$ cat src/rtl/reg32_cmd_ctrl.sv
// reg32_cmd_ctrl: command front-end for the 16x32 register file.
// Buffers write/read commands in an in-order FIFO, sequences them onto the
// register-file pins honouring RD_LAT, and returns read data on a
// valid/ready response channel.
// Optional macro REG32_CTRL_READBACK_EN: read back every write and flag the
// first mismatching line on err_flag/err_line.
module reg32_cmd_ctrl #(
  parameter int unsigned DATA_W = 32,
  parameter int unsigned ADDR_W = 4,
  parameter int unsigned DEPTH  = 4,
  parameter int unsigned RD_LAT = 1
) (
  input  logic              clk,
  input  logic              reset,
  input  logic              cmd_valid,
  output logic              cmd_ready,
  input  logic              cmd_wr,
  input  logic [ADDR_W-1:0] cmd_addr,
  input  logic [DATA_W-1:0] cmd_wdata,
  output logic              rsp_valid,
  input  logic              rsp_ready,
  output logic [ADDR_W-1:0] rsp_addr,
  output logic [DATA_W-1:0] rsp_rdata,
  output logic              rf_write_en,
  output logic [ADDR_W-1:0] rf_write_line,
  output logic [DATA_W-1:0] rf_data_in,
  output logic              rf_read_en,
  output logic [ADDR_W-1:0] rf_read_line,
  input  logic [DATA_W-1:0] rf_data_out,
  output logic              err_flag,
  output logic [ADDR_W-1:0] err_line
);

  localparam int unsigned   PW        = $clog2(DEPTH);
  localparam int unsigned   CW        = PW + 1;
  localparam logic [CW-1:0] FULL_CNT  = CW'(DEPTH);
  localparam logic [1:0]    WAIT_LAST = 2'(RD_LAT - 1);

`ifdef REG32_CTRL_READBACK_EN
  typedef enum logic [2:0] {
    IDLE, WRITE, RD_ISSUE, RD_WAIT, RESP, VERIFY_ISSUE, VERIFY_WAIT
  } state_t;
`else
  typedef enum logic [2:0] {
    IDLE, WRITE, RD_ISSUE, RD_WAIT, RESP
  } state_t;
`endif

  state_t state, state_next;

  logic              fifo_wr   [DEPTH];
  logic [ADDR_W-1:0] fifo_addr [DEPTH];
  logic [DATA_W-1:0] fifo_data [DEPTH];
  logic [PW-1:0]     wr_ptr, rd_ptr;
  logic [CW-1:0]     count;
  logic              push, pop;
  logic              head_wr;
  logic [ADDR_W-1:0] head_addr;
  logic [DATA_W-1:0] head_data;
  logic [1:0]        wait_cnt;
  logic              wait_done;

  assign cmd_ready = !reset && (count != FULL_CNT);
  assign push      = cmd_valid && cmd_ready;
  assign head_wr   = fifo_wr[rd_ptr];
  assign head_addr = fifo_addr[rd_ptr];
  assign head_data = fifo_data[rd_ptr];
  assign wait_done = (wait_cnt == WAIT_LAST);

  // FIFO storage: written on every accepted command, no reset needed
  always_ff @(posedge clk) begin
    if (push) begin
      fifo_wr[wr_ptr]   <= cmd_wr;
      fifo_addr[wr_ptr] <= cmd_addr;
      fifo_data[wr_ptr] <= cmd_wdata;
    end
  end

  // FIFO pointers and occupancy
  always_ff @(posedge clk) begin
    if (reset) begin
      wr_ptr <= '0;
      rd_ptr <= '0;
      count  <= '0;
    end else begin
      if (push) wr_ptr <= wr_ptr + PW'(1);
      if (pop)  rd_ptr <= rd_ptr + PW'(1);
      case ({push, pop})
        2'b10:   count <= count + CW'(1);
        2'b01:   count <= count - CW'(1);
        default: count <= count;
      endcase
    end
  end

  // FSM state register
  always_ff @(posedge clk) begin
    if (reset) state <= IDLE;
    else       state <= state_next;
  end

  // Next-state decode and FIFO pop
  always_comb begin
    state_next = state;
    pop        = 1'b0;
    unique case (state)
      IDLE: begin
        if (count != '0) begin
          pop        = 1'b1;
          state_next = head_wr ? WRITE : RD_ISSUE;
        end
      end
`ifdef REG32_CTRL_READBACK_EN
      WRITE:        state_next = VERIFY_ISSUE;
      VERIFY_ISSUE: state_next = VERIFY_WAIT;
      VERIFY_WAIT:  if (wait_done) state_next = IDLE;
`else
      WRITE:        state_next = IDLE;
`endif
      RD_ISSUE:     state_next = RD_WAIT;
      RD_WAIT:      if (wait_done) state_next = RESP;
      RESP:         if (rsp_ready) state_next = IDLE;
      default:      state_next = IDLE;
    endcase
  end

  // Read-latency counter, runs only while waiting on rf_data_out
  always_ff @(posedge clk) begin
    if (reset) begin
      wait_cnt <= '0;
`ifdef REG32_CTRL_READBACK_EN
    end else if ((state == RD_WAIT || state == VERIFY_WAIT) && !wait_done) begin
`else
    end else if (state == RD_WAIT && !wait_done) begin
`endif
      wait_cnt <= wait_cnt + 2'd1;
    end else begin
      wait_cnt <= '0;
    end
  end

  // Registered register-file and response outputs.
  // Enables are decoded from state_next so they are high exactly while the
  // FSM sits in the matching issue state.
  always_ff @(posedge clk) begin
    if (reset) begin
      rf_write_en   <= 1'b0;
      rf_write_line <= '0;
      rf_data_in    <= '0;
      rf_read_en    <= 1'b0;
      rf_read_line  <= '0;
      rsp_valid     <= 1'b0;
      rsp_addr      <= '0;
      rsp_rdata     <= '0;
    end else begin
      rf_write_en <= (state_next == WRITE);
`ifdef REG32_CTRL_READBACK_EN
      rf_read_en  <= (state_next == RD_ISSUE) || (state_next == VERIFY_ISSUE);
`else
      rf_read_en  <= (state_next == RD_ISSUE);
`endif
      if (pop && head_wr) begin
        rf_write_line <= head_addr;
        rf_data_in    <= head_data;
      end
      if (pop && !head_wr) rf_read_line <= head_addr;
`ifdef REG32_CTRL_READBACK_EN
      if (state == WRITE) rf_read_line <= rf_write_line;
`endif
      if (state == RD_WAIT && wait_done) begin
        rsp_valid <= 1'b1;
        rsp_addr  <= rf_read_line;
        rsp_rdata <= rf_data_out;
      end else if (state == RESP && rsp_ready) begin
        rsp_valid <= 1'b0;
      end
    end
  end

`ifdef REG32_CTRL_READBACK_EN
  // Sticky readback error; only the first mismatching line is recorded
  always_ff @(posedge clk) begin
    if (reset) begin
      err_flag <= 1'b0;
      err_line <= '0;
    end else if (state == VERIFY_WAIT && wait_done && !err_flag &&
                 (rf_data_out != rf_data_in)) begin
      err_flag <= 1'b1;
      err_line <= rf_write_line;
    end
  end
`else
  assign err_flag = 1'b0;
  assign err_line = '0;
`endif

endmodule

$ cat config.mk
export PLATFORM = sky130hd
export DESIGN_NAME = reg32_cmd_ctrl
export DESIGN_NICKNAME = d
export VERILOG_FILES = /design/src/rtl/reg32_cmd_ctrl.sv
export SDC_FILE = /design/constraint.sdc
export NUM_CORES = 1
export LEC_CHECK = 0
export CORE_UTILIZATION = 30
export CTS_BUF_LIST = sky130_fd_sc_hd__clkbuf_8 sky130_fd_sc_hd__clkbuf_16
export DETAILED_ROUTE_END_ITERATION = 6
export PLACE_DENSITY = 0.48
export SLEW_MARGIN = 20
export SYNTH_ARGS = -nofsm -noshare
export SYNTH_HDL_FRONTEND = slang
export SYNTH_SLANG_ARGS = --single-unit
export TNS_END_PERCENT = 5
$ cat constraint.sdc
create_clock -name clk -period 3.3 [get_ports clk]
set_clock_uncertainty 0.1 [all_clocks]
set_input_delay 0.66 -clock clk [delete_from_list [all_inputs] [get_ports clk]]
set_output_delay 0.66 -clock clk [all_outputs]
set_load 0.02 [all_outputs]
==> results of run 1 <==
[cell usage after synthesis, drive strengths merged (2+ instances only)]
cell type and instances:
inv 11, dfxtp 93, nand3 2, or4 2, mux4 37, o21ai 2, nand2 150, edfxtp 148
mux2i 40, and2 4, nand3b 2, clkbuf 23, xor2 2, a21oi 46, ha 6, or3 4
nor2 8, buf 19, nor3 4, o31ai 2
[area by class of cell]
cell class	instances	share of cell area
inverters	11	0.00350
well taps	384	0.0407
multi-input cells	327	0.207
flip-flops and latches	241	0.535
repair buffers	164	0.142
clock buffers	28	0.0585
diodes	1	0.000212
clock inverters	22	0.0135
[through the flow]
step	utilization	hold WS [ns]	instance area, µm²
2_1_floorplan	-	0.299	8990
3_3_place_gp	0.376	0.309	10900
3_5_place_dp	0.376	0.327	10900
4_1_cts	0.405	0.262	11800
5_1_grt	0.405	0.284	11800
6_report	0.405	0.292	11800
[routing by layer]
layer,up-vias,track usage,part of all wire,wire [µm]
met5,-,0,0,0
met4,0,0.0322,0.022,435
met3,32,0.0311,0.064,1270
met2,178,0.213,0.46,9030
met1,2625,0.165,0.45,8890
li1,2541,-,-,-
[how the worst max path moves through the flow]
stage	endpoint	depth (start not counted)	slack (ns)
floorplan	fifo_addr[0][0]	3	0.62
global placement	count[2]	10	0.45
detailed placement	count[2]	10	0.32
CTS	cmd_ready	3	0.53
global route	cmd_ready	3	0.38
finish	cmd_ready	3	0.58
[logic make-up after synthesis]
| family | Yosys count | share of synthesized area |
|---|---|---|
| XOR/XNOR | 2 | 0.00195 |
| flip-flops | 241 | 0.702 |
| buffers and inverters | 53 | 0.0293 |
| AND/OR/NAND/NOR | 184 | 0.0857 |
| adder cells (fa/ha/maj) | 7 | 0.0106 |
| other | 1 | 0.000418 |
| multiplexers | 78 | 0.140 |
| AO/OA/AOI/OAI | 51 | 0.0295 |
[sequential cells by signal, summed over array words and instances, names as in the netlist, named ones only]
register and cells:
wait_cnt 2, rf_data_in 32, rsp_rdata 32, rf_write_en 1
state 3, rd_ptr 2, rsp_valid 1, rsp_addr 4
count 3, rf_read_line 4, rf_write_line 4, fifo_wr 4
wr_ptr 2, rf_read_en 1, fifo_addr 16, fifo_data 128
[power by group]
part	switching (mW)	internal (mW)	total (mW)
Combinational	1.08	1.11	2.19
Clock	1.21	1.61	2.81
Sequential	0.280	3.52	3.80
==> impl_metrics.env, run 1 <==
export IMPL_setup_viol=0
export IMPL_cts_tree="built"
export IMPL_cts_setup_buffers=0
export IMPL_cp_start_kind="flop"
export IMPL_overflow=0
export IMPL_synth_edf_count=148
export IMPL_p_leak_nw=4.08
export IMPL_vias=5376
export IMPL_yosys_warnings=0
export IMPL_num_fill_cells=2670
export IMPL_startpoint="count[2]"
export IMPL_clock_sinks=241
export IMPL_peakVddDrop_uv=437
export IMPL_cp_top_family="buffers and inverters"
export IMPL_grt_usage=0.127
export IMPL_coreArea_um2=29100
export IMPL_slowest_delay_ns=0.57
export IMPL_finalNonFillerCells=1178
export IMPL_hold_end="wr_ptr[0]"
export IMPL_final_cell_mix="clkdlybuf4s50_1 (151), nand2_1 (150), edfxtp_1 (148)"
export IMPL_maxCapViolCount=0
export IMPL_arrival_ns=1.96
export IMPL_syn_to_final_growth_pct=31.3
export IMPL_drt_initial_drc_count=271
export IMPL_relSlewSlack=0.348
export IMPL_grt_start_max_net_pins=56
export IMPL_route_detailed_drc=0
export IMPL_path_clk_slew_ns=0.06
export IMPL_drive_above_1_share=0.129
export IMPL_layout_commonest_cell="clkdlybuf4s50_1"
export IMPL_io_buffers=152
export IMPL_crit_required_ns=2.54
export IMPL_r2r_end="count[2]"
export IMPL_crit_slowest_cell="clkdlybuf4s50_1"
export IMPL_place_inst=1127
export IMPL_die_height_um=175
export IMPL_via_per_inst=4.56
export IMPL_p_per_area_nw_per_um2=747
export IMPL_yosysTopAreaCell="edfxtp_1"
export IMPL_place_gp_congestion=0.799
export IMPL_reg2reg_from="count[2]"
export IMPL_min_delay_start="reset"
export IMPL_worstMarginPinSlew_ns=0.978
export IMPL_path_cells="nor3b_1, nor2_1, clkdlybuf4s50_1"
export IMPL_synth_avg_cell_area_um2=14.6
export IMPL_cp_num_buf_inv=1
export IMPL_fin_crit_sh=0.823
export IMPL_clk_latency_ns=0.52
export IMPL_finalSetupTns_ns=0
export IMPL_netlist_area_leader_share=0.495
export IMPL_fmax_mhz=368
export IMPL_multi_input_area_um2=2440
export IMPL_grt_pass1_wl_mm=30.7
export IMPL_cts_buffers=27
export IMPL_worst_hold_path_type="input pin to flop"
export IMPL_status="finished clean"
export IMPL_netlist_instances=617
export IMPL_drv_slew=0
export IMPL_synthArstFlopShare=0
export IMPL_fp_row_count=62
export IMPL_yosysUniqueCellTypes=36
export IMPL_die_w_um=175
export IMPL_ys_flop_type="edfxtp_1"
export IMPL_cts_hold_buffers=0
export IMPL_dieArea_um2=30600
export IMPL_start_util=0.309
export IMPL_period_needed_ns=2.72
export IMPL_grt_pass1_vias=5638
export IMPL_synth_area_leaders="edfxtp_1 (49%), dfxtp_1 (21%), mux4_2 (8.3%), nand2_1 (6.3%), mux2i_1 (4.5%)"
export IMPL_place_hpwl_mm=12.6
export IMPL_final_nets=852
export IMPL_num_io_pins=158
export IMPL_synth_area_um2=8980
export IMPL_drtAntennaViolNets=0
export IMPL_antenna_found_initial=2
export IMPL_endpoint_kind="output port"
export IMPL_reg2reg_depth=9
export IMPL_regArea_um2=6310
export IMPL_criticalPathCategory="flop to output port"
export IMPL_whs_path_depth=2
export IMPL_critPathMaxFanout=5
export IMPL_dp_slack_ns=0.316
export IMPL_htree_levels=1
export IMPL_grt_setup_unrepaired="no"
export IMPL_ys_seq_elements=241
export IMPL_cts_repair_resized=0
export IMPL_root_buffer="clkbuf_16"
export IMPL_setup_ws_ns=0.583
export IMPL_clock_path_buffers=3
export IMPL_drtPass1Iterations=5
export IMPL_ys_seq_area_frac=0.702
export IMPL_wl_per_cell_um=16.7
export IMPL_drt_wl_total_mm=19.6
export IMPL_power_mw=8.80
export IMPL_finalHoldViolCount=0
export IMPL_r2r_setup_slack_ns=0.81
(Power assumes the default switching activity.)
==> run 2, diff against run 1 <==
==> constraint.sdc (replaced) <==
create_clock -name clk -period 2.6 [get_ports clk]
set_clock_uncertainty 0.1 [all_clocks]
set_input_delay 0.52 -clock clk [delete_from_list [all_inputs] [get_ports clk]]
set_output_delay 0.52 -clock clk [all_outputs]
set_load 0.02 [all_outputs]
==> run 2 against run 1 <==
Combinational power increased by 32%. Flip-flop and latch count stayed put. Cell count rose by 0.51%. Critical endpoint unchanged. Hold slack lost 0.12 ns. First-iteration DRC count down 30%. Cell area up 1.1%. Via count shrank 0.48%. Non-clock buffer count rose by 6. Wire length fell by 0.55%. Count of clock-buffer cells in the layout is 2 higher. Setup slack got worse by 0.44 ns. Critical path type unchanged. Sequential share of layout area is 0.59 points lower.
==> impl_metrics.env, run 2 (same netlist as run 1, synthesis figures left out) <==
export IMPL_status="finished clean"
export IMPL_peakVddDrop_uv=455
export IMPL_period_needed_ns=2.46
export IMPL_place_inst=1133
export IMPL_clock_sinks=241
export IMPL_clk_latency_ns=0.52
export IMPL_fmax_mhz=407
export IMPL_drive_above_1_share=0.136
export IMPL_reg2reg_from="state[1]"
export IMPL_hold_end="wr_ptr[0]"
export IMPL_grt_usage=0.127
export IMPL_dieArea_um2=30600
export IMPL_cp_start_kind="flop"
export IMPL_drtPass1Iterations=4
export IMPL_grt_setup_unrepaired="no"
export IMPL_endpoint_kind="output port"
export IMPL_r2r_setup_slack_ns=0.21
export IMPL_reg2reg_depth=8
export IMPL_drv_slew=0
export IMPL_whs_path_depth=2
export IMPL_place_gp_congestion=0.793
export IMPL_fin_crit_sh=0.945
export IMPL_drt_initial_drc_count=189
export IMPL_min_delay_start="reset"
export IMPL_antenna_found_initial=2
export IMPL_htree_levels=1
export IMPL_clock_path_buffers=3
export IMPL_grt_pass1_vias=5577
export IMPL_largest_reg_flops=128
export IMPL_worstMarginPinSlew_ns=0.507
export IMPL_grt_pass1_wl_mm=30.5
export IMPL_startpoint="count[0]"
export IMPL_coreArea_um2=29100
export IMPL_crit_required_ns=1.98
export IMPL_start_util=0.309
export IMPL_critPathMaxFanout=5
export IMPL_largest_register="fifo_data"
export IMPL_final_nets=858
export IMPL_vias=5350
export IMPL_fp_row_count=62
export IMPL_worst_hold_path_type="input pin to flop"
export IMPL_grt_start_max_net_pins=77
export IMPL_final_cell_mix="clkdlybuf4s50_1 (151), nand2_1 (150), edfxtp_1 (148)"
export IMPL_cts_tree="built"
export IMPL_p_per_area_nw_per_um2=963
export IMPL_via_per_inst=4.52
export IMPL_drtAntennaViolNets=0
export IMPL_syn_to_final_growth_pct=32.8
export IMPL_path_cells="nor3b_2, nor2_1, clkdlybuf4s50_1"
export IMPL_num_io_pins=158
export IMPL_relSlewSlack=0.662
export IMPL_r2r_end="count[2]"
export IMPL_route_detailed_drc=0
export IMPL_io_buffers=152
export IMPL_cts_buffers=27
export IMPL_die_height_um=175
export IMPL_power_mw=11.5
export IMPL_criticalPathCategory="flop to output port"
export IMPL_p_leak_nw=4.18
export IMPL_path_clk_slew_ns=0.06
export IMPL_arrival_ns=1.84
export IMPL_place_hpwl_mm=12.6
export IMPL_finalHoldViolCount=0
export IMPL_cts_setup_buffers=0
export IMPL_hold_slack_ns=0.174
export IMPL_layout_commonest_cell="clkdlybuf4s50_1"
export IMPL_reg_largest_list="fifo_data (128), rf_data_in (32), rsp_rdata (32)"
export IMPL_root_buffer="clkbuf_16"
export IMPL_drt_wl_total_mm=19.5
export IMPL_slowest_delay_ns=0.67
export IMPL_overflow=0
export IMPL_setup_viol=0
export IMPL_crit_slowest_cell="clkdlybuf4s50_1"
export IMPL_wl_per_cell_um=16.5
export IMPL_finalSetupTns_ns=0
export IMPL_cp_top_family="buffers and inverters"
export IMPL_cts_hold_buffers=0
export IMPL_finalNonFillerCells=1184
export IMPL_maxCapViolCount=0
export IMPL_cp_num_buf_inv=1
export IMPL_die_w_um=175
==> run 2: report_power, final <==
part	leakage [nW]	switching, mW	internal (mW)
registers	2.10	0.297	4.47
clock network	0.471	1.47	2.37
logic	1.61	1.45	1.44
==> run 2: worst max path at each step <==
stage,endpoint,slack (ns),depth (start not counted)
after floorplan,fifo_addr[1][0],0.06,3
after global placement,count[2],0.09,10
after detailed placement,count[2],0.03,10
after CTS,cmd_ready,0.002,3
after global routing,cmd_ready,0.05,3
final,cmd_ready,0.14,3
==> run 2: metal layers <==
| metal | vias up | global-route usage | share of wire |
|---|---|---|---|
| li1 | 2541 | - | - |
| met2 | 175 | 0.217 | 0.47 |
| met4 | 2 | 0.0279 | 0.018 |
| met5 | - | 0 | 0.00067 |
| met3 | 30 | 0.0318 | 0.062 |
| met1 | 2602 | 0.162 | 0.45 |
==> run 2: timing repair <==
action,CTS,global route
gates resized for setup,0,1
hold endpoints to repair,0,0
endpoints found under the setup margin,0,1
==> run 2: layout make-up <==
cell class | instances | area (µm²)
clock inverters | 20 | 201
clock buffers | 30 | 717
inverters | 11 | 41.3
repair buffers | 170 | 1730
flip-flops and latches | 241 | 6310
well taps | 384 | 480
diodes | 1 | 2.50
fillers | 2675 | 17200
multi-input cells | 327 | 2450
==> run 2: worst register-to-register path, cell delays in order, from the launching register on <==
cell and delay (ns):
dfxtp_1 0.37, or3_1 0.46, nor2_1 0.12, ha_1 0.20, inv_1 0.07, fa_1 0.39
xor2_1 0.16, or3_1 0.30, a21oi_1 0.14
==> run 2: stage by stage <==
step           setup WS (ns)  instance area, µm²  utilization
4_1_cts              0.00213               11900        0.410
2_1_floorplan         0.0579                8990            -
3_5_place_dp          0.0293               11000        0.378
6_report               0.143               11900        0.410
5_1_grt               0.0513               11900        0.410
3_3_place_gp          0.0936               11000        0.378
==> run 3, diff against run 2 <==
--- a/config.mk
+++ b/config.mk
@@ -5,10 +5,13 @@
 export SDC_FILE = /design/constraint.sdc
 export NUM_CORES = 1
 export LEC_CHECK = 0
+export CELL_PAD_IN_SITES_DETAIL_PLACEMENT = 2
+export CELL_PAD_IN_SITES_GLOBAL_PLACEMENT = 2
 export CORE_UTILIZATION = 30
 export CTS_BUF_LIST = sky130_fd_sc_hd__clkbuf_8 sky130_fd_sc_hd__clkbuf_16
+export CTS_CLUSTER_DIAMETER = 200
 export DETAILED_ROUTE_END_ITERATION = 6
-export PLACE_DENSITY = 0.48
+export PLACE_DENSITY = 0.65
 export SLEW_MARGIN = 20
 export SYNTH_ARGS = -nofsm -noshare
 export SYNTH_HDL_FRONTEND = slang
==> run 3 against run 2 <==
Clock power shrank 11%. Core utilization shrank 0.30 points. Non-clock buffer count grew 1. Wire length grew 18%. Highest routed layer is now met4. Via count grew 3.2%. Combinational power grew 3%. Count of clock-buffer cells in the layout shrank 1.
==> impl_metrics.env, run 3 (same netlist as run 1, synthesis figures left out) <==
export IMPL_status="finished clean"
export IMPL_grtUsageMet2=0.272
export IMPL_drv_slew=0
export IMPL_critPathMaxFanout=8
export IMPL_io_buffers=152
export IMPL_peakVddDrop_uv=492
export IMPL_clock_path_buffers=3
export IMPL_setup_ws_ns=0.222
export IMPL_num_fill_cells=2890
export IMPL_die_w_um=175
export IMPL_gr_usage_met3=0.0300
export IMPL_fmax_mhz=420
export IMPL_whs_path_depth=1
export IMPL_crit_required_ns=2.96
export IMPL_regArea_um2=6310
export IMPL_route_detailed_drc=0
export IMPL_dieArea_um2=30600
export IMPL_place_hpwl_mm=15.2
export IMPL_final_cell_mix="nand2_1 (150), clkdlybuf4s50_1 (150), edfxtp_1 (148)"
export IMPL_fin_crit_sh=0.915
export IMPL_largest_reg_flops=128
export IMPL_power_mw=11.2
export IMPL_top_usage_layer="met2"
export IMPL_grt_start_max_net_pins=59
export IMPL_p_per_area_nw_per_um2=945
export IMPL_period_needed_ns=2.38
export IMPL_dp_slack_ns=-0.0602
export IMPL_setup_viol=0
export IMPL_reg_largest_list="fifo_data (128), rf_data_in (32), rsp_rdata (32)"
export IMPL_worstMarginPinSlew_ns=0.956
export IMPL_wl_per_cell_um=19.4
export IMPL_drive_above_1_share=0.125
export IMPL_place_gp_congestion=0.744
export IMPL_finalNonFillerCells=1183
export IMPL_drt_initial_drc_count=280
export IMPL_drt_wl_total_mm=23.0
export IMPL_endpoint_kind="flop"
export IMPL_cpMostUsedCell="or3_1"
export IMPL_min_delay_start="wait_cnt[0]"
export IMPL_htree_levels=1
export IMPL_num_io_pins=158
export IMPL_arrival_ns=2.74
export IMPL_die_height_um=175
export IMPL_grt_usage=0.151
export IMPL_start_util=0.309
export IMPL_cts_tree="built"
export IMPL_overflow=0
export IMPL_p_leak_nw=4.16
export IMPL_path_clk_slew_ns=0.06
export IMPL_cts_hold_buffers=0
export IMPL_cts_setup_buffers=0
export IMPL_criticalPathCategory="flop to flop"
export IMPL_crit_slowest_cell="or3_1"
export IMPL_cp_start_kind="flop"
export IMPL_via_per_inst=4.67
export IMPL_clk_latency_ns=0.54
export IMPL_grt_pass1_wl_mm=35.6
export IMPL_multi_input_area_um2=2440
export IMPL_final_nets=858
export IMPL_path_cells="or3_1, nor2_1, ha_1, inv_1, fa_1, xor2_1, or3_1, a21oi_1"
export IMPL_finalHoldViolCount=0
export IMPL_cts_buffers=26
export IMPL_antenna_found_initial=1
export IMPL_root_buffer="clkbuf_16"
export IMPL_relSlewSlack=0.363
export IMPL_reg2reg_depth=8
export IMPL_place_inst=1134
export IMPL_grt_setup_unrepaired="no"
export IMPL_grt_pass1_vias=6231
export IMPL_worst_hold_path_type="flop to flop"
export IMPL_reg2reg_from="state[1]"
export IMPL_drtPass1Iterations=4
export IMPL_coreArea_um2=29100
export IMPL_slowest_delay_ns=0.47
export IMPL_syn_to_final_growth_pct=31.9
export IMPL_fp_row_count=62
export IMPL_use_met1=0.183
export IMPL_vias=5522
export IMPL_largest_register="fifo_data"
export IMPL_drtAntennaViolNets=0
export IMPL_startpoint="state[1]"
export IMPL_maxCapViolCount=0
export IMPL_clock_sinks=241
## run 3: cell types whose count changed in the layout (fill, tap and decap cells not counted), moves of 2 or more
cell | previous run | this run
bufinv_16 | 4 | 0
buf_4 | 12 | 10
inv_1 | 15 | 19
clkinv_1 | 1 | 5
buf_12 | 6 | 9
clkinvlp_4 | 2 | 0
clkinv_2 | 7 | 4
## run 3: power by group
part	internal [mW]	total, mW	switching (mW)
logic	1.49	2.96	1.47
registers	4.47	4.83	0.361
clock network	1.93	3.40	1.48
## run 3: layout make-up
| type | count | area share |
|---|---|---|
| sequential | 241 | 0.533 |
| antenna | 1 | 0.000211 |
| multi-input combinational | 327 | 0.206 |
| timing repair buffer | 171 | 0.150 |
| clock inverter | 19 | 0.00750 |
| clock buffer | 29 | 0.0594 |
| tap | 384 | 0.0406 |
| inverter | 11 | 0.00349 |
## run 3: layer usage
layer,up-vias,part of all wire
met5,-,0
met4,0,0.021
met3,36,0.052
met2,160,0.51
met1,2793,0.42
li1,2533,-
## run 3: stage by stage
step	utilization	area [µm²]	hold slack, ns	setup TNS (ns)
floorplan	-	8990	0.299	0
global placement	0.379	11000	0.309	0
detailed placement	0.379	11000	0.321	-0.0707
CTS	0.407	11800	0.329	0
global route	0.407	11800	0.341	0
finish	0.407	11800	0.326	0
## run 3: critical path, delay by kind of cell, from the launching register on
| kind | cells | cell delay, ns |
|---|---|---|
| and+or+nand+nor | 3 | 0.92 |
| xor gates and xnor gates | 1 | 0.16 |
| DFF | 1 | 0.36 |
| adders and majority gates | 2 | 0.57 |
| buffers and inverters | 1 | 0.06 |
| AOI/OAI and AO/OA | 1 | 0.14 |
## run 3: path summary, 6_finish.rpt
check	slack, ns	to
hold / removal	0.33	wait_cnt[0]
setup reg to reg	0.22	count[2]
setup / recovery	0.22	count[2]
hold reg to reg	0.33	wait_cnt[0]
## run 3: repair_timing
action	in CTS	in global routing
endpoints found under the setup margin	1	1
pin swaps	0	0
gates resized for setup	1	1
endpoints found under the hold margin	0	0
gates cloned	0	0
